### src/rtl/reg_file_sb_pkg.sv
// rtl/reg_file_sb_pkg.sv - shared widths and types for the register file / scoreboard slice
package reg_file_sb_pkg;

  localparam int DATA_WIDTH     = 32;
  localparam int NUM_REGS       = 32;
  localparam int REG_ADDR_WIDTH = $clog2(NUM_REGS);

  typedef logic [REG_ADDR_WIDTH-1:0] reg_addr_t;
  typedef logic [DATA_WIDTH-1:0]     reg_data_t;

endpackage

### src/rtl/reg_file_sb_if.sv
// rtl/reg_file_sb_if.sv - issue/read/write-back bus between decode, alu_math and reg_file_sb
interface reg_file_sb_if;
  import reg_file_sb_pkg::*;

  reg_addr_t rs1_addr_i;
  reg_addr_t rs2_addr_i;
  reg_data_t rs1_data_o;
  reg_data_t rs2_data_o;
  logic      issue_valid_i;
  reg_addr_t issue_rd_i;
  logic      issue_ready_o;
  logic      wb_valid_i;
  reg_addr_t wb_rd_i;
  reg_data_t wb_data_i;
  logic      wb_err_o;

  modport master (
    output rs1_addr_i, rs2_addr_i, issue_valid_i, issue_rd_i,
    output wb_valid_i, wb_rd_i, wb_data_i,
    input  rs1_data_o, rs2_data_o, issue_ready_o, wb_err_o
  );

  modport slave (
    input  rs1_addr_i, rs2_addr_i, issue_valid_i, issue_rd_i,
    input  wb_valid_i, wb_rd_i, wb_data_i,
    output rs1_data_o, rs2_data_o, issue_ready_o, wb_err_o
  );

endinterface

### src/rtl/reg_file_sb_scoreboard.sv
// rtl/reg_file_sb_scoreboard.sv - busy bits, pending counter, hazard check and wb error pulse
// REG_FILE_SB_BYPASS_EN: a write-back in flight this cycle hides its busy bit from the hazard check.
module reg_scoreboard #(
  parameter int NUM_REGS = reg_file_sb_pkg::NUM_REGS
) (
  input  logic                        clk_i,
  input  logic                        arst_ni,
  input  logic [$clog2(NUM_REGS)-1:0] rs1_addr,
  input  logic [$clog2(NUM_REGS)-1:0] rs2_addr,
  input  logic                        issue_valid,
  input  logic [$clog2(NUM_REGS)-1:0] issue_rd,
  output logic                        issue_ready,
  input  logic                        wb_valid,
  input  logic [$clog2(NUM_REGS)-1:0] wb_rd,
  input  logic                        wb_data_nz,
  output logic [NUM_REGS-1:0]         busy,
  output logic [$clog2(NUM_REGS):0]   pending,
  output logic                        wb_err
);
  localparam int AW = $clog2(NUM_REGS);

  logic [NUM_REGS-1:0] busy_haz;
  logic [NUM_REGS-1:0] busy_d;
  logic                haz;
  logic                set_en;
  logic                clr_en;

  always_comb begin
    busy_haz = busy;
`ifdef REG_FILE_SB_BYPASS_EN
    if (wb_valid) busy_haz[wb_rd] = 1'b0;
`endif
    haz = busy_haz[rs1_addr] | busy_haz[rs2_addr] | busy_haz[issue_rd];
  end

  assign issue_ready = ~haz;
  assign set_en      = issue_valid & ~haz & (issue_rd != '0);
  // Only a genuinely reserved destination retires, so the counter can never underflow.
  assign clr_en      = wb_valid & (wb_rd != '0) & busy[wb_rd];

  // Clear before set: a same-cycle retire and re-reserve of one rd leaves it busy.
  always_comb begin
    busy_d = busy;
    if (clr_en) busy_d[wb_rd] = 1'b0;
    if (set_en) busy_d[issue_rd] = 1'b1;
  end

  always_ff @(posedge clk_i or negedge arst_ni) begin
    if (!arst_ni) begin
      busy    <= '0;
      pending <= '0;
      wb_err  <= 1'b0;
    end else begin
      busy <= busy_d;
      case ({set_en, clr_en})
        2'b10:   pending <= pending + (AW+1)'(1);
        2'b01:   pending <= pending - (AW+1)'(1);
        default: pending <= pending;
      endcase
      wb_err <= wb_valid & ((wb_rd != '0) ? ~busy[wb_rd] : wb_data_nz);
    end
  end

endmodule

### src/rtl/reg_file_sb.sv
// rtl/reg_file_sb.sv - register file with write-back scoreboard feeding alu_math operands
// REG_FILE_SB_BYPASS_EN: forward same-cycle write-back data onto rs1/rs2 reads (r0 excluded).
module reg_file_sb #(
  parameter int NUM_REGS = reg_file_sb_pkg::NUM_REGS,
  parameter int DW       = reg_file_sb_pkg::DATA_WIDTH
) (
  input  logic                      clk_i,
  input  logic                      arst_ni,
  reg_file_sb_if.slave              bus,
  output logic [NUM_REGS-1:0]       busy_o,
  output logic [$clog2(NUM_REGS):0] pending_o
);
  import reg_file_sb_pkg::*;

  logic [DW-1:0] regs [NUM_REGS];
  logic [DW-1:0] rs1_data;
  logic [DW-1:0] rs2_data;

  always_ff @(posedge clk_i or negedge arst_ni) begin
    if (!arst_ni) begin
      for (int i = 0; i < NUM_REGS; i++) regs[i] <= '0;
    end else if (bus.wb_valid_i && (bus.wb_rd_i != '0)) begin
      regs[bus.wb_rd_i] <= bus.wb_data_i;
    end
  end

  always_comb begin
    rs1_data = (bus.rs1_addr_i == '0) ? '0 : regs[bus.rs1_addr_i];
`ifdef REG_FILE_SB_BYPASS_EN
    if (bus.wb_valid_i && (bus.wb_rd_i == bus.rs1_addr_i) && (bus.rs1_addr_i != '0))
      rs1_data = bus.wb_data_i;
`endif
  end

  always_comb begin
    rs2_data = (bus.rs2_addr_i == '0) ? '0 : regs[bus.rs2_addr_i];
`ifdef REG_FILE_SB_BYPASS_EN
    if (bus.wb_valid_i && (bus.wb_rd_i == bus.rs2_addr_i) && (bus.rs2_addr_i != '0))
      rs2_data = bus.wb_data_i;
`endif
  end

  assign bus.rs1_data_o = rs1_data;
  assign bus.rs2_data_o = rs2_data;

  reg_scoreboard #(.NUM_REGS(NUM_REGS)) u_sb (
    .clk_i       (clk_i),
    .arst_ni     (arst_ni),
    .rs1_addr    (bus.rs1_addr_i),
    .rs2_addr    (bus.rs2_addr_i),
    .issue_valid (bus.issue_valid_i),
    .issue_rd    (bus.issue_rd_i),
    .issue_ready (bus.issue_ready_o),
    .wb_valid    (bus.wb_valid_i),
    .wb_rd       (bus.wb_rd_i),
    .wb_data_nz  (|bus.wb_data_i),
    .busy        (busy_o),
    .pending     (pending_o),
    .wb_err      (bus.wb_err_o)
  );

endmodule

### src/flat_wrapper.sv
// flat-port wrapper written by rule: the top's interface ports become plain ports
module reg_file_sb_flat import reg_file_sb_pkg::*;
#(
  parameter int NUM_REGS = reg_file_sb_pkg::NUM_REGS,
  parameter int DW       = reg_file_sb_pkg::DATA_WIDTH
)
  (clk_i, arst_ni, busy_o, pending_o, bus_rs1_addr_i, bus_rs2_addr_i, bus_issue_valid_i, bus_issue_rd_i, bus_wb_valid_i, bus_wb_rd_i, bus_wb_data_i, bus_rs1_data_o, bus_rs2_data_o, bus_issue_ready_o, bus_wb_err_o);
  reg_file_sb_if bus_i ();
  input  logic clk_i;
  input  logic arst_ni;
  output logic [NUM_REGS-1:0] busy_o;
  output logic [$clog2(NUM_REGS):0] pending_o;
  input wire logic [$bits(bus_i.rs1_addr_i)-1:0] bus_rs1_addr_i;
  input wire logic [$bits(bus_i.rs2_addr_i)-1:0] bus_rs2_addr_i;
  input wire logic [$bits(bus_i.issue_valid_i)-1:0] bus_issue_valid_i;
  input wire logic [$bits(bus_i.issue_rd_i)-1:0] bus_issue_rd_i;
  input wire logic [$bits(bus_i.wb_valid_i)-1:0] bus_wb_valid_i;
  input wire logic [$bits(bus_i.wb_rd_i)-1:0] bus_wb_rd_i;
  input wire logic [$bits(bus_i.wb_data_i)-1:0] bus_wb_data_i;
  output wire logic [$bits(bus_i.rs1_data_o)-1:0] bus_rs1_data_o;
  output wire logic [$bits(bus_i.rs2_data_o)-1:0] bus_rs2_data_o;
  output wire logic [$bits(bus_i.issue_ready_o)-1:0] bus_issue_ready_o;
  output wire logic [$bits(bus_i.wb_err_o)-1:0] bus_wb_err_o;
  assign bus_i.rs1_addr_i = bus_rs1_addr_i;
  assign bus_i.rs2_addr_i = bus_rs2_addr_i;
  assign bus_i.issue_valid_i = bus_issue_valid_i;
  assign bus_i.issue_rd_i = bus_issue_rd_i;
  assign bus_i.wb_valid_i = bus_wb_valid_i;
  assign bus_i.wb_rd_i = bus_wb_rd_i;
  assign bus_i.wb_data_i = bus_wb_data_i;
  assign bus_rs1_data_o = bus_i.rs1_data_o;
  assign bus_rs2_data_o = bus_i.rs2_data_o;
  assign bus_issue_ready_o = bus_i.issue_ready_o;
  assign bus_wb_err_o = bus_i.wb_err_o;
  reg_file_sb #(.NUM_REGS(NUM_REGS), .DW(DW)) u_core (.clk_i(clk_i), .arst_ni(arst_ni), .bus(bus_i), .busy_o(busy_o), .pending_o(pending_o));
endmodule
### config.mk
export PLATFORM = sky130hd
export DESIGN_NAME = reg_file_sb_flat
export DESIGN_NICKNAME = d
export VERILOG_FILES = /design/src/rtl/reg_file_sb_pkg.sv /design/src/rtl/reg_file_sb_if.sv /design/src/rtl/reg_file_sb_scoreboard.sv /design/src/rtl/reg_file_sb.sv /design/src/flat_wrapper.sv
export SDC_FILE = /design/constraint.sdc
export NUM_CORES = 2
export LEC_CHECK = 0
export CORE_MARGIN = 2
export CORE_UTILIZATION = 40
export CTS_BUF_LIST = sky130_fd_sc_hd__clkbuf_4 sky130_fd_sc_hd__clkbuf_8
export CTS_CLUSTER_SIZE = 25
export DETAILED_ROUTE_END_ITERATION = 10
export PLACE_DENSITY = 0.56
export REMOVE_ABC_BUFFERS = 1
export SLEW_MARGIN = 20
export SYNTH_ARGS = -nofsm -noshare
export SYNTH_HDL_FRONTEND = slang
export SYNTH_SLANG_ARGS = --single-unit
### constraint.sdc
create_clock -name clk_i -period 5.01 [get_ports clk_i]
set_input_delay 1.002 -clock clk_i [delete_from_list [all_inputs] [get_ports clk_i]]
set_output_delay 1.002 -clock clk_i [all_outputs]
set_load 0.005 [all_outputs]
After elaboration in Yosys (flattened, before gate mapping):

Index checks and enable logic that the tools add are counted.

* register bits: 1063
* bits of input ports: 56
* output and inout port bits: 104
* word-level logic and storage cells: 101

* add/sub/neg operators: 2
* order comparisons: 10
* equality and inequality tests: 2
* mux-type cells: 27
* bitwise gates (word level): 15
* reductions and logical operators: 10

Operator list (number)
* bitwise mux 1024 bit: 1
* binary-select mux 32 bit (select 5 bit): 2
* two-way mux 32 bit: 9
* demux 32 bit (select 5 bit): 1
* bitwise AND 32 bit: 1
* NOT 32 bit: 1
* bitwise OR 32 bit: 1
* OR reduction 32 bit: 1
* < comparator 5 x 6 -> 1 bit, second input constant: 4
* binary-select mux 1 bit (select 5 bit): 4
* greater-or-equal comparator 6 bit, second input constant: 3
* NOT 5 -> 6 bit: 3
* case mux 6 bit (2 select lines): 1
* demux 1 bit (select 5 bit): 2
* greater-or-equal comparator 5 x 1 -> 1 bit, second input constant: 2
* logical NOT 5 bit: 2
* nonzero test 5 bit: 2
* two-way mux 1 bit: 7
* adder 6 x 1 -> 6 bit, second input constant: 1
* < comparator 6 x 1 -> 1 bit, second input constant: 1
* subtractor 6 x 1 -> 6 bit, second input constant: 1
* bitwise AND 1 bit: 5
* logical AND 1 bit: 4
* == test 2 x 1 -> 1 bit, second input constant: 1
* 4 further kinds: 6

Depth between registers and ports, before layout:

* depth in word-level cells: 9
* gate-level depth with buffers: 16
* mapped depth without buffers: 14

Cells and area by module:

Synthesis repeated with hierarchy kept, for this count alone.

* cell total of the unflattened synthesis: 4073
* area, all modules: 57597.7 µm²

By module, submodules not included
* reg_file_sb: times used 1, cells each 3776, area an instance 54559.8 µm², sequential area each 25624.6 µm²
* reg_scoreboard: times used 1, cells each 297, area an instance 3037.9 µm², sequential area each 975.9 µm²

Least setup slack after synthesis:

Ideal clock, no wire load.

* path kind: input to register
* start: input bus_rs1_addr_i[0]
* end: register u_core.u_sb.pending[5]
* setup time: 0.143 ns
* arrival: 4.503 ns
* data required time: 4.867 ns
* path slack: 0.364 ns
* cell stages on the path: 13
* buffers on the path: 2
* cells stage by stage: buf_2 > mux4_2 > mux2_2 > a311o_1 > buf_2 > or4b_1 > ha_1 > ha_1 > a21o_1 > a21oi_1 > o21bai_1 > o311ai_0 > xor2_1

* word-level cells in the longest chain between the ends: 9
* elaborated cells between the ends (all ways): 11
* classes of those cells: 2 x eq/ne; 3 x mux; 5 x bitwise; 1 x reduce/logical

RTL lines
* from (decl): line flat_wrapper.sv:13 `input wire logic [$bits(bus_i.rs1_addr_i)-1:0] bus_rs1_addr_i;`
* binary-select mux 1 bit (select 5 bit) (*): line reg_file_sb_scoreboard.sv:33 `haz = busy_haz[rs1_addr] | busy_haz[rs2_addr] | busy_haz[issue_rd];`
* two-way mux 1 bit (not written as such) (*): line reg_file_sb_scoreboard.sv:33
* bitwise OR 1 bit (*) (2 in series): line reg_file_sb_scoreboard.sv:33
* NOT 1 bit (*): line reg_file_sb_scoreboard.sv:37 `assign set_en = issue_valid & ~haz & (issue_rd != '0);`
* bitwise AND 1 bit (*) (2 in series): line reg_file_sb_scoreboard.sv:37
* == test 2 x 1 -> 1 bit / == test 2 bit (equally long branches): line reg_file_sb_scoreboard.sv:55 `case ({set_en, clr_en})`
* case mux 6 bit (2 select lines) / nonzero test 2 bit (equally long branches)
* to (signal assigned): line reg_file_sb_scoreboard.sv:56 `2'b10: pending <= pending + (AW+1)'(1);`
* to (signal assigned): line reg_file_sb_scoreboard.sv:57 `2'b01: pending <= pending - (AW+1)'(1);`
* to (signal assigned): line reg_file_sb_scoreboard.sv:58 `default: pending <= pending;`
* to (decl): line reg_file_sb_scoreboard.sv:17 `output logic [$clog2(NUM_REGS):0] pending,`

Every way passes the cells marked *; elsewhere a longest branch is shown, timed or not. The select of a mux whose other input is x is not followed.
A chain may end at the register's enable or synchronous reset.

Worst setup path in the final report:

* start: input bus_issue_rd_i[0]
* end: output bus_issue_ready_o

* word-level cells in the longest chain between the ends: 4

RTL lines
* from (decl): line flat_wrapper.sv:16 `input wire logic [$bits(bus_i.issue_rd_i)-1:0] bus_issue_rd_i;`
* binary-select mux 1 bit (select 5 bit): line reg_file_sb_scoreboard.sv:33
* two-way mux 1 bit (not written as such): line reg_file_sb_scoreboard.sv:33
* bitwise OR 1 bit: line reg_file_sb_scoreboard.sv:33
* NOT 1 bit: line reg_file_sb_scoreboard.sv:36 `assign issue_ready = ~haz;`
* to (decl): line flat_wrapper.sv:22 `output wire logic [$bits(bus_i.issue_ready_o)-1:0] bus_issue_ready_o;`

Every way passes these cells. The select of a mux whose other input is x is not followed.

==> reports/metrics.csv <==
stage,metric,value,unit
synthesis,Synth cell types,53,
power,total power draw,26.2,mW
global_routing,met3 usage,0.0391,
sta,final hold violations,0,
sta,Achievable Freq,208,MHz
global_routing,met2 usage,0.377,
setup_path,WS Path Type,input port to output pin,
global_routing,GRT met1 Usage,0.370,
sta,clock skew,40.7,ps
route,DR iter-0 viols,2647,
power,Max IR drop VDD,0.202,mV
global_routing,initial antenna violation count,2,
sta,# setup viols final,0,
synthesis,mapped cell area,57000,um2
synthesis,register area share after synthesis,0.467,
route,detailed-route wire length,179,mm
clock_network,setup repair bufs after CTS,0,
setup_path,worst-path maximum fanout,32,
placed_design,DP Cell Count,5373,
setup_path,Crit Reg-Reg Startpoint,u_core.u_sb.busy[17],
clock_network,Worst-Skew Late Latency,880,ps
final_layout,post-route insts no fill,5713,
floorplanning,die area,146000,um2
sta,fin crit period,4810,ps
clock_network,Clock transition at path regs,60,ps
route,Post-DRT Antenna Nets,0,
global_routing,grt peak-use layer,met2,
sta,RSZ-0062 raised after global routing,no,
sta,relative slew slack,0.268,
setup_path,CP Data Arrival Time,3800,ps
floorplanning,Die Y,381,um
placed_design,pre-CTS setup slack,77.1,ps
job,max-cap viol count,0,
placed_design,placed instance area,61900,um2
setup_path,R2R depth,11,
final_layout,proportion of layout cells with a drive suffix above 1,0.586,
route,Avg WL per Cell,31.3,um
setup_path,CP endpoint,bus_issue_ready_o,
placed_design,DP HPWL,104,mm
route,via count,35000,
sta,Total Neg Setup Slack,0,ps
synthesis,Synth Register Bits,1063,
clock_network,clk sinks,1063,
synthesis,cell count after synthesis,3535,
floorplanning,core area,141000,um2
synthesis,synth warn,0,
floorplanning,die width,381,um
clock_network,Longest Clk Path Bufs,3,
placed_design,PortBufs,159,
synthesis,number of flops mapped to enable cells by yosys,0,
synthesis,syn avg cell area,16.1,um2
outcome,status,completed,
global_routing,Total Routing Usage GR,0.248,
setup_path,Worst setup SP type,input port,
final_layout,Finished Cell Area,66000,um2
clock_network,CTS Buf Count,189,
setup_path,crit path from,bus_issue_rd_i[0],
route,DR vias/cell,6.13,
clock_network,CTS Root Buffer Type,clkbuf_8,
sta,Final Cycle Share,0.959,
power,Static Leak,28.3,nW
global_routing,vias in the first global route,36637,
placed_design,Final Wtd Congestion,0.865,
global_routing,global-route wire length before repair,264,mm
global_routing,grt ovf,0,
setup_path,"setup slack, reg-to-reg",1120,ps
global_routing,largest net degree at the start of global routing,163,
setup_path,Setup crit end kind,output pin,
synthesis,fraction of registers with async set/reset,1.00,
clock_network,Resized cells post-CTS,0,
setup_path,Crit path required time,4010,ps
sta,max-slew violations,0,
worst_hold_path,min-delay src,u_core.regs[1013],
sta,setup slack after layout,203,ps
clock_network,H-tree lvl count,4,
clock_network,CTS tree,built,
worst_hold_path,type of the worst min-delay path,flop to flop,
final_layout,nets,3737,
setup_path,reg-to-reg endpoint,u_core.u_sb.pending[5],
floorplanning,standard-cell rows,138,
final_layout,synthesis-to-finish area growth,15.8,%
clock_network,hold_buf cts,1,
route,DRC,0,
floorplanning,Starting Density,0.403,
power,Power Density,398,nW/um2
floorplanning,Ports,160,
synthesis,"Top FF cell, synth",dfrtp_1,
sta,Slew @ Worst Pin,1100,ps
route,DR pass1 iterations,5,
[synth_stat cells (all sizes together), types with 6 or more instances]
library cell / instances / share of area
a22oi: 11 / 0.0014
buf: 127 / 0.0094
clkbuf: 284 / 0.019
dfrtp: 1063 / 0.47
mux2: 994 / 0.20
mux2i: 87 / 0.015
mux4: 660 / 0.26
nand2: 34 / 0.0022
nand2b: 6 / 0.00066
nand3: 15 / 0.0013
nand3b: 9 / 0.0012
nand4: 7 / 0.00077
nor2: 88 / 0.0058
nor2b: 7 / 0.00077
nor3b: 8 / 0.0011
nor4: 8 / 0.00088
o21ai: 27 / 0.0024
o31ai: 26 / 0.0034
o41ai: 13 / 0.0020
[placed cells by master, fill, tap and decap left out, drive strengths merged, types with 4 or more instances in the layout]
cell and count:
clkdlybuf4s50 149, nand2b 6, mux2 994, nand3b 9, nand4 7, o41ai 13, inv 9, nor3b 8
o31ai 26, and3 5, nor2 88, dfrtp 1063, a22oi 11, a21oi 5, or4b 5, ha 5
clkbuf 290, mux2i 87, nand3 15, clkinvlp 4, o21ai 27, nor4 8, mux4 660, nor2b 7
nor4b 4, nand2 34, buf 210, clkinv 35
[area by class of cell]
class	count	area, um2
diodes	1	2.50
clock buffers	290	3730
clock inverters	48	358
fillers	12287	75400
inverters	3	16.3
multi-input cells	2058	29000
flip-flops and latches	1063	26600
well taps	1890	2360
repair buffers	360	3890
[per-stage QoR]
| step | utilization | hold WS [ps] |
|---|---|---|
| 2_1_floorplan | - | 365 |
| 3_3_place_gp | 0.438 | 377 |
| 3_5_place_dp | 0.438 | 383 |
| 4_1_cts | 0.467 | 397 |
| 5_1_grt | 0.467 | 409 |
| 6_report | 0.467 | 394 |
[metal layers]
metal | wire, um | part of all wire
met1 | 82600 | 0.46
met2 | 82400 | 0.46
met3 | 9520 | 0.053
met4 | 4280 | 0.024
met5 | 0 | 0
[state kept, by name, summed over array words and instances, names as in the netlist]
signal and cells:
u_core.regs 1024, u_core.u_sb.busy 32, u_core.u_sb.wb_err 1, u_core.u_sb.pending 6
[cells by family (layout without fill, tap and decap cells)]
family / after synthesis / count (layout) / share of synthesized area
simple gates: 209 / 209 / 0.0185
flops: 1063 / 1063 / 0.467
compound gates: 97 / 97 / 0.0118
fa+ha+maj: 6 / 6 / 0.00145
xor+xnor: 5 / 5 / 0.000769
mux: 1741 / 1741 / 0.472
buf+inv: 414 / 701 / 0.0283
other cells: 0 / 1 / 0
[worst min path at each step]
stage | to | slack [ps] | cells past startpoint
after floorplan | u_core.regs[1000] | 370 | 0
after global placement | u_core.regs[992] | 380 | 0
after detailed placement | u_core.regs[1016] | 380 | 0
after CTS | u_core.regs[1018] | 400 | 0
after global routing | u_core.regs[1000] | 410 | 0
final | u_core.regs[1013] | 390 | 0
[worst max-delay path, stage by stage]
cell             delay, ps
clkdlybuf4s50_1        460
buf_4                  170
mux4_2                 500
nand3_1                100
nand4_1                130
a311o_1                300
buf_4                  250
nor3b_1                310
clkdlybuf4s50_1        560
[power breakdown]
| part | leakage [nW] | internal, mW | total, mW | switching [mW] |
|---|---|---|---|---|
| sequential | 13.7 | 10.2 | 11.5 | 1.29 |
| combinational | 12.5 | 3.80 | 5.96 | 2.16 |
| clock | 2.19 | 4.89 | 8.74 | 3.85 |
Power figures use the tool's default switching activity.
